==> src/rtl/graphics_pkg.sv <==
`default_nettype none
// +----------------------------------------------------------------------+
// | Module   : graphics_pkg                                              |
// | Purpose  : Shared framebuffer geometry defaults and the writer FSM   |
// |            state encoding.                                           |
// | Revision : 1.0  initial release                                      |
// +----------------------------------------------------------------------+
package graphics_pkg;

  localparam int H_RES_DEFAULT       = 320;
  localparam int V_RES_DEFAULT       = 180;
  localparam int ADDR_WIDTH_DEFAULT  = 16;
  localparam int COLOR_WIDTH_DEFAULT = 16;

  typedef enum logic [2:0] {
    ST_IDLE  = 3'd0,
    ST_CLEAR = 3'd1,
    ST_DRAW  = 3'd2,
    ST_FLUSH = 3'd3,
    ST_DONE  = 3'd4
  } fb_state_e;

endpackage : graphics_pkg
`default_nettype wire

==> src/rtl/pixel_fifo.sv <==
`default_nettype none
// +----------------------------------------------------------------------+
// | Module   : pixel_fifo                                                |
// | Purpose  : Small synchronous FIFO for {colour, address} pixel words. |
// |            Full/empty are registered flags; a push into a full FIFO  |
// |            is dropped unless a pop happens in the same cycle.        |
// | Revision : 1.0  initial release                                      |
// +----------------------------------------------------------------------+
module pixel_fifo #(
  parameter int DATA_WIDTH = 32,
  parameter int DEPTH      = 4
) (
  input  logic                  clk_in,
  input  logic                  rst_in,
  input  logic                  push,
  input  logic [DATA_WIDTH-1:0] push_data,
  input  logic                  pop,
  output logic [DATA_WIDTH-1:0] head_data,
  output logic                  empty,
  output logic                  dropped
);

  localparam int PTR_W = (DEPTH > 1) ? $clog2(DEPTH) : 1;
  localparam int CNT_W = $clog2(DEPTH + 1);

  logic [DATA_WIDTH-1:0] mem_q [DEPTH];
  logic [PTR_W-1:0]      wr_ptr_q, wr_ptr_d;
  logic [PTR_W-1:0]      rd_ptr_q, rd_ptr_d;
  logic [CNT_W-1:0]      count_q, count_d;
  logic                  full_q, full_d;
  logic                  empty_q, empty_d;
  logic                  do_push, do_pop;

  // Next-state for pointers, occupancy and the registered flags
  always_comb begin
    do_pop   = pop && !empty_q;
    // a full FIFO still accepts when the head leaves in the same cycle
    do_push  = push && (!full_q || do_pop);
    wr_ptr_d = wr_ptr_q;
    rd_ptr_d = rd_ptr_q;
    count_d  = count_q;
    if (do_push) begin
      wr_ptr_d = (wr_ptr_q == PTR_W'(DEPTH - 1)) ? '0 : wr_ptr_q + 1'b1;
    end
    if (do_pop) begin
      rd_ptr_d = (rd_ptr_q == PTR_W'(DEPTH - 1)) ? '0 : rd_ptr_q + 1'b1;
    end
    if (do_push && !do_pop) begin
      count_d = count_q + 1'b1;
    end else if (!do_push && do_pop) begin
      count_d = count_q - 1'b1;
    end
    full_d  = (count_d == CNT_W'(DEPTH));
    empty_d = (count_d == '0);
  end

  // Control registers; reset empties the FIFO
  always_ff @(posedge clk_in) begin
    if (rst_in) begin
      wr_ptr_q <= '0;
      rd_ptr_q <= '0;
      count_q  <= '0;
      full_q   <= 1'b0;
      empty_q  <= 1'b1;
    end else begin
      wr_ptr_q <= wr_ptr_d;
      rd_ptr_q <= rd_ptr_d;
      count_q  <= count_d;
      full_q   <= full_d;
      empty_q  <= empty_d;
    end
  end

  // Storage array; contents are don't-care while empty so no reset needed
  always_ff @(posedge clk_in) begin
    if (do_push) begin
      mem_q[wr_ptr_q] <= push_data;
    end
  end

  assign head_data = mem_q[rd_ptr_q];
  assign empty     = empty_q;
  assign dropped   = push && !do_push;

endmodule : pixel_fifo
`default_nettype wire

==> src/rtl/framebuffer_writer.sv <==
`default_nettype none
// +----------------------------------------------------------------------+
// | Module   : framebuffer_writer                                        |
// | Purpose  : Clears the framebuffer, starts the rasterizer, clips and  |
// |            addresses incoming pixels through a 2-stage pipeline and  |
// |            drains them through a pixel FIFO to memory.               |
// | Revision : 1.0  initial release                                      |
// +----------------------------------------------------------------------+
module framebuffer_writer
  import graphics_pkg::*;
#(
  parameter int                     COORD_WIDTH = 32,
  parameter int                     H_RES       = H_RES_DEFAULT,
  parameter int                     V_RES       = V_RES_DEFAULT,
  parameter int                     ADDR_WIDTH  = ADDR_WIDTH_DEFAULT,
  parameter int                     COLOR_WIDTH = COLOR_WIDTH_DEFAULT,
  parameter logic [COLOR_WIDTH-1:0] CLEAR_COLOR = '0,
  parameter int                     FIFO_DEPTH  = 4
) (
  input  logic                   clk_in,
  input  logic                   rst_in,
  input  logic                   start_frame,
  input  logic [COORD_WIDTH-1:0] x,
  input  logic [COORD_WIDTH-1:0] y,
  input  logic                   drawing,
  input  logic                   raster_done,
  input  logic [COLOR_WIDTH-1:0] color,
  input  logic                   mem_ready,
  output logic                   raster_start,
  output logic                   we,
  output logic [ADDR_WIDTH-1:0]  addr,
  output logic [COLOR_WIDTH-1:0] wdata,
  output logic                   busy,
  output logic                   frame_done,
  output logic                   overflow
);

  localparam logic [ADDR_WIDTH-1:0]  LAST_ADDR = ADDR_WIDTH'(H_RES * V_RES - 1);
  localparam logic [COORD_WIDTH-1:0] H_LIM     = COORD_WIDTH'(H_RES);
  localparam logic [COORD_WIDTH-1:0] V_LIM     = COORD_WIDTH'(V_RES);
  localparam int                     FIFO_W    = ADDR_WIDTH + COLOR_WIDTH;

  fb_state_e              state_q;
  logic [ADDR_WIDTH-1:0]  clear_addr_q;
  logic                   raster_start_q;
  logic                   frame_done_q;
  logic                   overflow_q;

  logic                   accepting;
  logic                   x_ok, y_ok;

  logic                   s1_valid_q, s1_valid_d;
  logic [ADDR_WIDTH-1:0]  s1_row_q, s1_row_d;
  logic [ADDR_WIDTH-1:0]  s1_col_q, s1_col_d;
  logic [COLOR_WIDTH-1:0] s1_color_q, s1_color_d;
  logic                   s2_valid_q, s2_valid_d;
  logic [ADDR_WIDTH-1:0]  s2_addr_q, s2_addr_d;
  logic [COLOR_WIDTH-1:0] s2_color_q, s2_color_d;

  logic [FIFO_W-1:0]      fifo_head;
  logic                   fifo_empty;
  logic                   fifo_pop;
  logic                   fifo_drop;

  // Clip test and next values for both address pipeline stages
  always_comb begin
    accepting  = (state_q == ST_DRAW) || (state_q == ST_FLUSH);
    // a clear sign bit plus an unsigned bound is the signed 0 <= v < LIM test
    x_ok       = !x[COORD_WIDTH-1] && (x < H_LIM);
    y_ok       = !y[COORD_WIDTH-1] && (y < V_LIM);
    s1_valid_d = accepting && drawing && x_ok && y_ok;
    s1_row_d   = ADDR_WIDTH'(y) * ADDR_WIDTH'(H_RES);
    s1_col_d   = ADDR_WIDTH'(x);
    s1_color_d = color;
    s2_valid_d = s1_valid_q;
    s2_addr_d  = s1_row_q + s1_col_q;
    s2_color_d = s1_color_q;
  end

  // Pipeline registers; reset discards any pixel in flight
  always_ff @(posedge clk_in) begin
    if (rst_in) begin
      s1_valid_q <= 1'b0;
      s1_row_q   <= '0;
      s1_col_q   <= '0;
      s1_color_q <= '0;
      s2_valid_q <= 1'b0;
      s2_addr_q  <= '0;
      s2_color_q <= '0;
    end else begin
      s1_valid_q <= s1_valid_d;
      s1_row_q   <= s1_row_d;
      s1_col_q   <= s1_col_d;
      s1_color_q <= s1_color_d;
      s2_valid_q <= s2_valid_d;
      s2_addr_q  <= s2_addr_d;
      s2_color_q <= s2_color_d;
    end
  end

  assign fifo_pop = mem_ready && !fifo_empty;

  pixel_fifo #(
    .DATA_WIDTH (FIFO_W),
    .DEPTH      (FIFO_DEPTH)
  ) u_fifo (
    .clk_in    (clk_in),
    .rst_in    (rst_in),
    .push      (s2_valid_q),
    .push_data ({s2_color_q, s2_addr_q}),
    .pop       (fifo_pop),
    .head_data (fifo_head),
    .empty     (fifo_empty),
    .dropped   (fifo_drop)
  );

  // Frame sequencing FSM with registered pulse and sticky overflow outputs
  always_ff @(posedge clk_in) begin
    if (rst_in) begin
      state_q        <= ST_IDLE;
      clear_addr_q   <= '0;
      raster_start_q <= 1'b0;
      frame_done_q   <= 1'b0;
      overflow_q     <= 1'b0;
    end else begin
      raster_start_q <= 1'b0;
      frame_done_q   <= 1'b0;
      if (fifo_drop) begin
        overflow_q <= 1'b1;
      end
      case (state_q)
        ST_IDLE: begin
          if (start_frame) begin
            state_q      <= ST_CLEAR;
            clear_addr_q <= '0;
            overflow_q   <= 1'b0;
          end
        end
        ST_CLEAR: begin
          if (mem_ready) begin
            if (clear_addr_q == LAST_ADDR) begin
              state_q        <= ST_DRAW;
              raster_start_q <= 1'b1;
            end else begin
              clear_addr_q <= clear_addr_q + 1'b1;
            end
          end
        end
        ST_DRAW: begin
          if (raster_done) begin
            state_q <= ST_FLUSH;
          end
        end
        ST_FLUSH: begin
          if (!s1_valid_q && !s2_valid_q && fifo_empty) begin
            state_q      <= ST_DONE;
            frame_done_q <= 1'b1;
          end
        end
        ST_DONE: begin
          state_q <= ST_IDLE;
        end
        default: begin
          state_q <= ST_IDLE;
        end
      endcase
    end
  end

  // Memory port: clear sweep in CLEAR, otherwise the FIFO head
  always_comb begin
    we    = 1'b0;
    addr  = '0;
    wdata = '0;
    if (state_q == ST_CLEAR) begin
      we    = 1'b1;
      addr  = clear_addr_q;
      wdata = CLEAR_COLOR;
    end else if (!fifo_empty) begin
      we    = 1'b1;
      addr  = fifo_head[ADDR_WIDTH-1:0];
      wdata = fifo_head[ADDR_WIDTH +: COLOR_WIDTH];
    end
  end

  assign busy         = (state_q != ST_IDLE);
  assign raster_start = raster_start_q;
  assign frame_done   = frame_done_q;
  assign overflow     = overflow_q;

endmodule : framebuffer_writer
`default_nettype wire

==> config.mk <==
export PLATFORM = sky130hd
export DESIGN_NAME = framebuffer_writer
export DESIGN_NICKNAME = d
export VERILOG_FILES = /design/src/rtl/graphics_pkg.sv /design/src/rtl/pixel_fifo.sv /design/src/rtl/framebuffer_writer.sv
export SDC_FILE = /design/constraint.sdc
export NUM_CORES = 1
export LEC_CHECK = 0
export BUFFER_PORTS_ARGS = -buffer_cell sky130_fd_sc_hd__buf_2
export CORE_MARGIN = 3
export CORE_UTILIZATION = 60
export DETAILED_ROUTE_END_ITERATION = 12
export HOLD_SLACK_MARGIN = 0.1
export PLACE_DENSITY = 0.8
export SLEW_MARGIN = 20
export SYNTH_ARGS = -nofsm -noshare
export SYNTH_HDL_FRONTEND = slang
export SYNTH_SLANG_ARGS = --single-unit
==> constraint.sdc <==
create_clock -name clk_in -period 6.2 [get_ports clk_in]
set_input_delay 0.62 -clock clk_in [delete_from_list [all_inputs] [get_ports clk_in]]
set_output_delay 0.62 -clock clk_in [all_outputs]
set_load 0.005 [all_outputs]
==> reports/metrics.csv, run 1 <==
stage,metric,value,unit
sta,Tcrit/Tclk final,0.480,
yosys,adder-cell area share of the yosys netlist,0.0431,
grt,number of global-route vias before repair,6376,
yosys,Synth Area in Compound Gates,0.0687,
route,DRT Pass-1 Iters,5,
route,DRT antenna net count,0,
floorplan,I/O Pins,123,
grt,initial antenna violation count,0,
cts,hold_buf cts,0,
floorplan,Core Region,15400,µm²
layout,Antenna diodes,0,
sta,Final setup viols,0,
yosys,most common flop cell mapped by yosys,edfxtp_1,
floorplan,Die Y,133,µm
route,DRT iter0 DRCs,463,
cts,Num CTS Buffers,24,
power_and_ir_drop,Comb pwr share,0.138,
route,DRC Markers,0,
sta,RSZ-0062 raised after global routing,false,
route,Vias,6084,
power_and_ir_drop,Sw Pwr,879,µW
layout,Reg area,6030,µm²
power_and_ir_drop,pwr/cell area,325,nW/µm²
sta,slew margin rel.,0.327,
placement,GPL Wtd Cong,0.883,
sta,Slew @ Worst Pin,1.01,ns
grt,largest net degree at the start of global routing,98,
worst_setup_path,WP data required,5.58,ns
route,Vias/cell,5.81,
layout,layout cells sized above 1,0.259,
layout,Multi-input gate area,3420,µm²
grt,first-pass GRT wire length,32000,µm
job,max cap viols,0,
floorplan,Rows,45,
route,DR WL/cell,19.2,µm
sta,setup TNS after final layout,0,ns
layout,Final nets,937,
cts,CTS Sinks,237,
yosys,Synth Area in Simple Gates,0.138,
grt,Tot GR Track Use,0.226,
yosys,Mapped Area,9630,µm²
power_and_ir_drop,worst vdd ir,0.000244,V
placement,Final HPWL DP,12700,µm
yosys,Yosys Warn Count,0,
yosys,syn_nets,816,
route,final WL,20100,µm
floorplan,Initial Util,0.624,
placement,dpl cell area,10400,µm²
sta,Final Hold Fails,0,
yosys,post-synthesis mux area share,0.0951,
yosys,"Distinct cells, synth",58,
cts,clk buf depth,3,
yosys,Yosys reg bits,237,
cts,CTS resizes,0,
layout,"commonest cells after routing, fill and taps aside","edfxtp_1 (128), buf_2 (121), dfxtp_1 (108), nor2b_1 (70), mux4_2 (32)",
yosys,"EDFF count, synth",128,
sta,Final min period,2.98,ns
power_and_ir_drop,Int Pwr,2770,µW
yosys,post-synthesis xor/xnor area fraction,0.00727,
worst_setup_path,crit path max fanout,32,
sta,highest clock rate,336,MHz
placement,PortBufs,122,
worst_hold_path,Hold WC Path Type,primary input to flip-flop,
worst_setup_path,CP Class,flip-flop to output port,
yosys,largest family of logic cells by synthesized area,simple AND/OR/NAND/NOR gates,
worst_setup_path,Worst setup EP type,output port,
layout,Area growth syn-to-layout,16.4,%
yosys,async set-or-reset flop fraction in the synthesized netlist,0,
power_and_ir_drop,Clk pwr share,0.383,
yosys,Mean Syn Cell Area,13.8,µm²
worst_setup_path,Critical Path Start Type,flip-flop,
layout,final instance area,11200,µm²
worst_setup_path,arrival time worst endpoint,2.36,ns
cts,Worst-path clk slew,0.06,ns
run_status,outcome,"complete, no violations",
cts,CTS Root Buffer Type,clkbuf_16,
yosys,synthesized instance count,698,
power_and_ir_drop,sw frac,0.241,
floorplan,die area,17600,µm²
sta,Clock Skews,0.0158,ns
cts,"Setup Fix Bufs, Post-CTS",0,
layout,"leading cell type in the layout, fill and taps excluded",edfxtp_1,
cts,htree depth,1,
power_and_ir_drop,power share of the sequential group,0.479,
floorplan,chip width,133,µm
cts,Worst-Skew Late Latency,0.52,ns
cts,CTS tree,built,
power_and_ir_drop,Pleak,0.00402,µW
sta,fin. max-slew vios,0,
layout,FILL cells,1046,
yosys,post-synthesis sequential area ratio,0.626,
grt,global route overflow,0,
cell families (layout without fill, tap and decap cells):
group                    after synthesis  after routing
buffers and inverters                 48            187
XOR/XNOR                               8              8
AO/OA/AOI/OAI                         94             94
adder cells (fa/ha/maj)               32             32
AND/OR/NAND/NOR                      228            228
multiplexers                          51             51
flip-flops                           237            237
cell usage after synthesis, types with 8 or more instances:
| cell | number | area [µm²] |
|---|---|---|
| nor4_1 | 13 | 81.3 |
| dfxtp_1 | 109 | 2180 |
| and2_1 | 23 | 144 |
| clkbuf_1 | 22 | 82.6 |
| inv_1 | 12 | 45.0 |
| a22o_1 | 15 | 131 |
| ha_1 | 30 | 375 |
| a21oi_1 | 17 | 85.1 |
| nor2_1 | 19 | 71.3 |
| nor2b_1 | 70 | 438 |
| nand2_1 | 28 | 105 |
| o21ai_0 | 17 | 85.1 |
| buf_2 | 8 | 40.0 |
| mux2i_1 | 15 | 150 |
| edfxtp_1 | 128 | 3840 |
| or3_1 | 14 | 87.6 |
| nand4_1 | 10 | 62.6 |
| mux4_2 | 32 | 721 |
| a211oi_1 | 14 | 105 |
| nor3_1 | 12 | 60.1 |
stage by stage:
stage | hold slack (ns) | util | cells | power (µW) | setup slack (ns)
after CTS | 0.298 | 0.727 | 1048 | 3670 | 2.83
after global placement | 0.417 | 0.676 | 1004 | 2260 | 3.47
after detailed placement | 0.425 | 0.676 | 1004 | 2280 | 3.37
after global routing | 0.314 | 0.727 | 1048 | 3790 | 3.08
final | 0.309 | 0.727 | 1048 | 3650 | 3.22
after floorplan | 0.414 | - | 698 | 2090 | 3.74
layer usage:
layer	track usage	vias up	wire (µm)
met1	0.285	2974	8330
met5	0	-	0
li1	-	2867	-
met4	0.0716	0	390
met3	0.0392	35	1140
met2	0.401	208	10300
power by group through the flow:
stage	sequential, µW	combinational (µW)	clock [µW]
floorplan	1770	328	0
global placement	1780	480	0
detailed placement	1780	500	0
CTS	1750	505	1420
global route	1760	555	1480
finish	1750	502	1400
worst paths after layout:
| path | start | endpoint | slack (ns) | cells after the start |
|---|---|---|---|---|
| hold / removal | color[7] | s1_color_q[7]$_SDFF_PP0_ | 0.31 | 2 |
| hold reg to reg | s1_color_q[14]$_SDFF_PP0_ | s2_color_q[14]$_SDFF_PP0_ | 0.44 | 1 |
| setup / recovery | state_q[1]$_SDFFE_PP0P_ | addr[0] | 3.22 | 6 |
| setup reg to reg | u_fifo.empty$_SDFF_PP1_ | u_fifo.mem_q[3][15]$_DFFE_PP_ | 3.80 | 4 |
critical path: stages (launching register included):
cell and delay, ns:
dfxtp_1 0.56, nor3b_2 0.08, buf_4 0.23, nor2_4 0.58
nand2_1 0.15, o21ai_0 0.11, buf_2 0.14
cell type report:
class                   instances  share of cell area
repair buffers                131              0.0607
well taps                     211              0.0235
multi-input cells             413               0.305
clock buffers                  34              0.0614
clock inverters                10             0.00837
inverters                      12             0.00402
flip-flops and latches        237               0.537
registers in the layout, summed over array words and instances, names as in the netlist, named ones only:
| signal | count |
|---|---|
| clear_addr_q | 16 |
| frame_done | 1 |
| overflow | 1 |
| raster_start | 1 |
| s1_col_q | 16 |
| s1_color_q | 16 |
| s1_row_q | 10 |
| s1_valid_q | 1 |
| s2_addr_q | 16 |
| s2_color_q | 16 |
| s2_valid_q | 1 |
| state_q | 3 |
| u_fifo.count_q | 3 |
| u_fifo.empty | 1 |
| u_fifo.full_q | 1 |
| u_fifo.mem_q | 128 |
| u_fifo.rd_ptr_q | 2 |
| u_fifo.wr_ptr_q | 2 |
No activity file was read; power rests on OpenSTA's default activity.
==> run 2, diff against run 1 <==
--- a/config.mk
+++ b/config.mk
@@ -5,12 +5,13 @@
 export SDC_FILE = /design/constraint.sdc
 export NUM_CORES = 1
 export LEC_CHECK = 0
+export ABC_AREA = 1
 export BUFFER_PORTS_ARGS = -buffer_cell sky130_fd_sc_hd__buf_2
 export CORE_MARGIN = 3
-export CORE_UTILIZATION = 60
+export CORE_UTILIZATION = 58
 export DETAILED_ROUTE_END_ITERATION = 12
 export HOLD_SLACK_MARGIN = 0.1
-export PLACE_DENSITY = 0.8
+export PLACE_DENSITY = 0.78
 export SLEW_MARGIN = 20
 export SYNTH_ARGS = -nofsm -noshare
 export SYNTH_HDL_FRONTEND = slang
==> constraint.sdc (replaced) <==
create_clock -name clk_in -period 3 [get_ports clk_in]
set_input_delay 0.3 -clock clk_in [delete_from_list [all_inputs] [get_ports clk_in]]
set_output_delay 0.3 -clock clk_in [all_outputs]
set_load 0.005 [all_outputs]
==> reports/metrics.csv, run 2 <==
stage,metric,value,unit,change
yosys,most common flop cell mapped by yosys,edfxtp_1,,unchanged
cts,CTS resizes,0,,unchanged
yosys,largest family of logic cells by synthesized area,simple AND/OR/NAND/NOR gates,,unchanged
cts,CTS Root Buffer Type,clkbuf_16,,unchanged
power_and_ir_drop,pwr/cell area,700,nW/µm²,was 325 nW/µm²
yosys,Mapped Area,9850,µm²,was 9630 µm²
yosys,synthesized instance count,1027,,was 698
yosys,Synth area leader,edfxtp_1,,unchanged
yosys,top cell type's share of synthesized area,0.390,,was 0.399
yosys,post-synthesis sequential area ratio,0.612,,was 0.626
grt,initial antenna violation count,0,,unchanged
job,max cap viols,0,,unchanged
floorplan,Rows,47,,was 45
sta,RSZ-0062 raised after global routing,false,,unchanged
yosys,dominant cells by area after synthesis,"edfxtp_1 (39%), dfxtp_1 (22%), nor2_1 (9.1%)",,"was edfxtp_1 (40%), dfxtp_1 (23%), mux4_2 (7.5%)"
floorplan,chip width,136,µm,was 133 µm
yosys,"EDFF count, synth",128,,unchanged
yosys,post-synthesis mux area share,0,,was 0.0951
grt,number of global-route vias before repair,7455,,"was 6,376"
power_and_ir_drop,Pleak,0.00501,µW,was 0.00402 µW
sta,slew margin rel.,0.411,,was 0.327
worst_setup_path,Worst setup EP type,output port,,unchanged
grt,global route overflow,0,,unchanged
power_and_ir_drop,worst vdd ir,0.000617,V,was 0.000244 V
cts,CTS tree,built,,unchanged
layout,"commonest cells after routing, fill and taps aside","nor2_1 (234), edfxtp_1 (128), buf_2 (122), inv_1 (115), dfxtp_1 (108)",,"was edfxtp_1 (128), buf_2 (121), dfxtp_1 (108), nor2b_1 (70), mux4_2 (32)"
run_status,outcome,"complete, no violations",,unchanged
layout,Reg area,6030,µm²,unchanged
floorplan,die area,18600,µm²,"was 17,600 µm²"
route,Vias,7542,,"was 6,084"
worst_setup_path,arrival time worst endpoint,2.27,ns,was 2.36 ns
sta,Final Hold Fails,0,,unchanged
layout,FILL cells,1164,,"was 1,046"
yosys,"Distinct cells, synth",40,,was 58
floorplan,Die Y,136,µm,was 133 µm
yosys,Commonest cells post-synth,"nor2_1 (238), edfxtp_1 (128), inv_1 (115), dfxtp_1 (109)",,"was edfxtp_1 (128), dfxtp_1 (109), nor2b_1 (70), mux4_2 (32), ha_1 (30)"
cts,Worst-Skew Late Latency,0.51,ns,was 0.52 ns
layout,layout cells sized above 1,0.177,,was 0.259
worst_setup_path,crit path max fanout,45,,was 32
layout,"leading cell type in the layout, fill and taps excluded",nor2_1,,was edfxtp_1
placement,GPL Wtd Cong,0.861,,was 0.883
route,final WL,22000,µm,"was 20,100 µm"
layout,utilization after layout,0.717,,was 0.727
route,DRT iter0 DRCs,573,,was 463
layout,Antenna diodes,0,,unchanged
sta,Slew @ Worst Pin,0.883,ns,was 1.01 ns
yosys,Yosys Warn Count,0,,unchanged
yosys,Yosys reg bits,237,,unchanged
layout,Multi-input gate area,3210,µm²,was 3420 µm²
sta,Final min period,2.57,ns,
sta,setup TNS after final layout,0,ns,unchanged
route,DRC Markers,0,,unchanged
grt,Tot GR Track Use,0.239,,was 0.226
layout,register bank with the most flops,u_fifo.mem_q,,unchanged
floorplan,Core Region,16600,µm²,"was 15,400 µm²"
yosys,adder-cell area share of the yosys netlist,0.0422,,was 0.0431
grt,first-pass GRT wire length,35400,µm,"was 32,000 µm"
sta,Tcrit/Tclk final,0.856,,
worst_setup_path,WP data required,2.70,ns,was 5.58 ns
yosys,post-synthesis xor/xnor area fraction,0.00622,,was 0.00727
yosys,most numerous cell in the Yosys netlist,nor2_1,,was edfxtp_1
placement,PortBufs,122,,unchanged
layout,Area growth syn-to-layout,20.7,%,was 16.4%
cts,CTS Sinks,237,,unchanged
cts,clk buf depth,3,,unchanged
yosys,async set-or-reset flop fraction in the synthesized netlist,0,,unchanged
cts,Num CTS Buffers,24,,unchanged
grt,largest net degree at the start of global routing,76,,was 98
worst_setup_path,Critical Path Start Type,flip-flop,,unchanged
yosys,Mean Syn Cell Area,9.59,µm²,was 13.8 µm²
route,DRT antenna net count,0,,unchanged
route,Vias/cell,5.29,,was 5.81
cts,htree depth,1,,unchanged
sta,hold slack,0.167,ns,was 0.309 ns
sta,highest clock rate,389,MHz,
floorplan,Initial Util,0.594,,was 0.624
worst_setup_path,reg2reg start,state_q[1]$_SDFFE_PP0P_,,was u_fifo.empty$_SDFF_PP1_
yosys,Synth Area in Compound Gates,0.0988,,was 0.0687
sta,Clock Skews,0.0152,ns,was 0.0158 ns
layout,max FFs per register,128,,unchanged
worst_setup_path,CP Class,flip-flop to output port,,unchanged
floorplan,I/O Pins,123,,unchanged
worst_hold_path,Hold WC Path Type,primary input to flip-flop,,unchanged
yosys,Synth Area in Simple Gates,0.178,,was 0.138
sta,Final setup viols,0,,unchanged
sta,fin. max-slew vios,0,,unchanged
cts,Worst-path clk slew,0.06,ns,about the same
yosys,syn_nets,1145,,was 816
route,DRT Pass-1 Iters,5,,unchanged
worst_hold_path,Hold Crit Start,y[2],,was color[7]
placement,Final HPWL DP,13700,µm,"was 12,700 µm"
route,DR WL/cell,15.4,µm,was 19.2 µm
layout,Final nets,1306,,was 937
run 2: changes by cell type after synthesis, sizes merged, moves of 15 or more:
cell | before | now
nor2 | 20 | 242
mux4 | 32 | 0
nand3 | 7 | 49
nor2b | 70 | 0
a22o | 15 | 0
o21ai | 18 | 98
o22ai | 1 | 16
nand2 | 28 | 97
a21oi | 17 | 50
mux2i | 15 | 0
inv | 12 | 121
and2 | 23 | 0
run 2: worst max-delay path, stage by stage (launching register included):
cell,delay (ns)
dfxtp_2,0.32
inv_2,0.50
buf_4,0.35
o21ai_0,0.13
o22ai_1,0.16
nand3_1,0.09
nand2_1,0.09
buf_2,0.11
run 2: worst paths after layout:
path	slack (ns)	end	cells after the start
setup / recovery	0.43	addr[4]	7
hold reg to reg	0.40	s2_addr_q[1]$_SDFF_PP0_	2
setup reg to reg	0.85	s1_valid_q$_SDFF_PP0_	6
hold / removal	0.17	s1_row_q[8]$_SDFF_PP0_	4
run 2: what timing repair did:
| action | 4_1_cts | 5_1_grt |
|---|---|---|
| endpoints found under the hold margin | 36 | 0 |
| hold buffers | 38 | 0 |
| buffers inserted | 0 | 0 |
run 2: power by group:
| group | total, µW | leakage (µW) | switching, µW | internal, µW |
|---|---|---|---|---|
| clock network | 3090 | 0.000408 | 1220 | 1870 |
| logic | 1610 | 0.00253 | 1070 | 541 |
| registers | 3630 | 0.00207 | 89.4 | 3540 |
| total | 8330 | 0.00501 | 2380 | 5950 |
run 2: area by class of cell:
cell class / instances / share of cell area
Inverter: 122 / 0.0389
Sequential cell: 237 / 0.507
Timing Repair Buffer: 172 / 0.0909
Multi-Input combinational cell: 631 / 0.270
Clock buffer: 32 / 0.0573
Tap cell: 220 / 0.0231
Clock inverter: 12 / 0.0130
run 2: metrics by stage:
stage,setup WS (ns),power (µW),area (µm²),cells
6_report,0.431,8330,11900,1426
4_1_cts,0.422,8360,11900,1426
5_1_grt,0.264,8720,11900,1426
2_1_floorplan,0.448,4760,9850,1027
3_3_place_gp,1.01,5220,10700,1344
3_5_place_dp,0.977,5250,10700,1344
run 2: logic make-up after synthesis:
logic type / after synthesis
xor+xnor: 7
simple gates: 415
flops: 237
fa+ha+maj: 32
compound gates: 177
buf+inv: 159
run 2: routing by layer:
layer  up-vias  track usage  part of all wire
met4         0       0.0700             0.021
li1       3725            -                 -
met3        40       0.0396             0.057
met1      3521        0.298              0.42
met5         -            0                 0
met2       256        0.428              0.50
==> run 3, diff against run 2 <==
--- a/config.mk
+++ b/config.mk
@@ -7,6 +7,7 @@
 export LEC_CHECK = 0
 export ABC_AREA = 1
 export BUFFER_PORTS_ARGS = -buffer_cell sky130_fd_sc_hd__buf_2
+export CORE_ASPECT_RATIO = 0.8
 export CORE_MARGIN = 3
 export CORE_UTILIZATION = 58
 export DETAILED_ROUTE_END_ITERATION = 12
@@ -16,3 +17,4 @@
 export SYNTH_ARGS = -nofsm -noshare
 export SYNTH_HDL_FRONTEND = slang
 export SYNTH_SLANG_ARGS = --single-unit
+export TNS_END_PERCENT = 5
==> constraint.sdc (replaced) <==
create_clock -name clk_in -period 3 [get_ports clk_in]
set_input_delay 0.3 -clock clk_in [delete_from_list [all_inputs] [get_ports clk_in]]
set_output_delay 0.3 -clock clk_in [all_outputs]
set_load 0.1 [all_outputs]
==> reports/metrics.csv, run 3 (synthesis results as in run 2) <==
stage,metric,value,unit,change
power_and_ir_drop,power share of the sequential group,0.403,,was 0.436
power_and_ir_drop,Sw Pwr,3320,µW,was 2380 µW
cts,clk buf depth,3,,unchanged
grt,Tot GR Track Use,0.258,,was 0.239
power_and_ir_drop,Comb pwr share,0.308,,was 0.194
run_status,outcome,"complete, no violations",,unchanged
placement,placed insts,1345,,"was 1,344"
sta,Final min period,2.80,ns,was 2.57 ns
layout,"commonest cells after routing, fill and taps aside","nor2_1 (234), edfxtp_1 (128), inv_1 (115), dfxtp_1 (107), buf_2 (105)",,"was nor2_1 (234), edfxtp_1 (128), buf_2 (122), inv_1 (115), dfxtp_1 (108)"
route,met3 wire len,2100,µm,was 1250 µm
worst_setup_path,CP Class,flip-flop to output port,,unchanged
worst_hold_path,Hold WC Path Type,primary input to flip-flop,,unchanged
layout,Multi-input gate area,3210,µm²,unchanged
worst_setup_path,Worst R2R End,s1_valid_q$_SDFF_PP0_,,unchanged
route,DRT antenna net count,0,,unchanged
floorplan,die area,18600,µm²,about the same
route,Vias,7771,,"was 7,542"
layout,FILL cells,1109,,"was 1,164"
floorplan,chip width,152,µm,was 136 µm
layout,Antenna diodes,0,,unchanged
floorplan,Core Region,16200,µm²,"was 16,600 µm²"
worst_hold_path,Worst Hold Depth,4,,unchanged
layout,layout cells sized above 1,0.176,,was 0.177
power_and_ir_drop,worst vdd ir,0.000946,V,was 0.000617 V
worst_setup_path,slowest CP cell,buf_2,,was inv_2
cts,CTS Sinks,237,,unchanged
sta,Final Hold Fails,0,,unchanged
cts,CTS Root Buffer Type,clkbuf_16,,unchanged
sta,highest clock rate,357,MHz,was 389 MHz
layout,Reg area,6030,µm²,about the same
cts,Worst-path clk slew,0.06,ns,about the same
sta,Clock Skews,0.0122,ns,was 0.0152 ns
placement,Final HPWL DP,14900,µm,"was 13,700 µm"
worst_setup_path,WP data required,2.70,ns,about the same
power_and_ir_drop,Pleak,0.00502,µW,was 0.00501 µW
power_and_ir_drop,sw frac,0.367,,was 0.286
worst_setup_path,Crit path max-delay family,buffers and inverters,,unchanged
worst_setup_path,arrival time worst endpoint,2.50,ns,was 2.27 ns
cts,Num CTS Buffers,22,,was 24
worst_setup_path,Most common cell on crit path,o21ai_0,,
power_and_ir_drop,Int Pwr,5730,µW,was 5950 µW
route,DR WL/cell,16.5,µm,was 15.4 µm
layout,max FFs per register,128,,unchanged
route,Top Metal Used,met4,,unchanged
power_and_ir_drop,pwr/cell area,753,nW/µm²,was 700 nW/µm²
grt,global route overflow,0,,unchanged
sta,Final setup viols,0,,unchanged
sta,Slew @ Worst Pin,0.602,ns,was 0.883 ns
worst_setup_path,Critical Path Start Type,flip-flop,,unchanged
sta,Final WS setup,0.196,ns,was 0.431 ns
sta,RSZ-0062 raised after global routing,false,,unchanged
floorplan,Die Y,123,µm,was 136 µm
layout,register bank with the most flops,u_fifo.mem_q,,unchanged
layout,non-filler instance count after layout,1423,,"was 1,426"
worst_setup_path,reg2reg start,state_q[2]$_SDFFE_PP0P_,,was state_q[1]$_SDFFE_PP0P_
layout,Final nets,1310,,"was 1,306"
placement,Setup Slack @ Placement,0.704,ns,was 0.977 ns
worst_setup_path,Worst R2R Setup Slack,0.83,ns,was 0.85 ns
worst_setup_path,Slowest Stage Delay on Critical Path,0.46,ns,was 0.50 ns
placement,PortBufs,122,,unchanged
worst_setup_path,crit-path cells,inv_2 -> o21ai_0 -> o22ai_1 -> nand3_1 -> o21ai_0 -> buf_2,,was inv_2 -> buf_4 -> o21ai_0 -> o22ai_1 -> nand3_1 -> nand2_1 -> buf_2
route,DRT iter0 DRCs,778,,was 573
layout,"leading cell type in the layout, fill and taps excluded",nor2_1,,unchanged
sta,Tcrit/Tclk final,0.935,,was 0.856
job,max cap viols,0,,unchanged
worst_hold_path,Worst Hold Path EP,s1_row_q[8]$_SDFF_PP0_,,unchanged
sta,slew margin rel.,0.598,,was 0.411
layout,Area growth syn-to-layout,22.1,%,was 20.7%
grt,initial antenna violation count,0,,unchanged
cts,CTS tree,built,,unchanged
floorplan,Initial Util,0.608,,was 0.594
placement,GPL Wtd Cong,0.854,,was 0.861
worst_hold_path,Hold Crit Start,y[2],,unchanged
route,Vias/cell,5.46,,was 5.29
sta,hold slack,0.161,ns,was 0.167 ns
sta,fin. max-slew vios,0,,unchanged
grt,largest net degree at the start of global routing,46,,was 76
worst_setup_path,r2r worst-path depth,7,,was 6
cts,htree depth,1,,unchanged
worst_setup_path,Worst setup EP type,output port,,unchanged
floorplan,I/O Pins,123,,unchanged
route,DRT Pass-1 Iters,5,,unchanged
worst_setup_path,Buf/Inv on CP,2,,was 3
grt,first-pass GRT wire length,37700,µm,"was 35,400 µm"
route,met2 wire length,10700,µm,"was 11,000 µm"
route,DRC Markers,0,,unchanged
cts,Worst-Skew Late Latency,0.50,ns,was 0.51 ns
grt,number of global-route vias before repair,7472,,"was 7,455"
worst_setup_path,crit path max fanout,34,,was 45
power_and_ir_drop,Clk pwr share,0.289,,was 0.370
route,metal1 wirelength,10300,µm,was 9290 µm
route,final WL,23500,µm,"was 22,000 µm"
floorplan,Rows,41,,was 47
==> run 3: cell types whose count changed in the layout (fill, tap and decap cells not counted), sizes merged <==
cell	change
buf	+6
bufinv	-3
clkinv	+1
clkinvlp	-1
inv	-1
==> run 3: worst min-delay path: cells and delay by family <==
kind | cells | cell delay (ns)
buffers and inverters | 2 | 0.14
and+or+nand+nor | 1 | 0.06
adders and majority gates | 1 | 0.12
==> run 3: worst max path at each step <==
stage,endpoint,start,cells after the start
after floorplan,addr[0],state_q[1]$_SDFFE_PP0P_,5
after global placement,addr[4],flip-flop,6
after detailed placement,addr[4],flip-flop,6
after CTS,addr[4],flip-flop,6
after global routing,addr[5],flip-flop,6
final,addr[14],flip-flop,6
==> run 3: metal layers <==
layer,up-vias,GRT usage
met5,-,0
met2,392,0.406
li1,3741,-
met3,43,0.0377
met4,0,0.0662
met1,3595,0.382
==> run 3: area by class of cell <==
class / count / share of cell area
Multi-Input combinational cell: 631 / 0.267
Clock buffer: 32 / 0.0523
Tap cell: 215 / 0.0224
Timing Repair Buffer: 178 / 0.115
Inverter: 122 / 0.0385
Clock inverter: 8 / 0.00375
Sequential cell: 237 / 0.501
==> run 3: per-stage QoR <==
stage          setup TNS (ns)  power (µW)   util  cell area [µm²]
2_1_floorplan           -3.20        5690      -             9850
3_3_place_gp                0        6380  0.677            11000
3_5_place_dp                0        6420  0.677            11000
4_1_cts                     0        9060  0.742            12000
5_1_grt                     0        9420  0.742            12000
6_report                    0        9060  0.742            12000
==> run 3: timing repair <==
action	CTS	global route
setup buffers	0	0
resized for setup	0	1
hold endpoints to repair	36	0
endpoints found under the setup margin	0	1
hold buffers	38	0
==> run 3: power by group through the flow <==
stage                     logic, µW  registers (µW)  clock network, µW
after CTS                      2770            3640               2640
after detailed placement       2710            3710                  0
final                          2790            3650               2620
after floorplan                2010            3680                  0
after global placement         2670            3710                  0
after global routing           2980            3660               2780
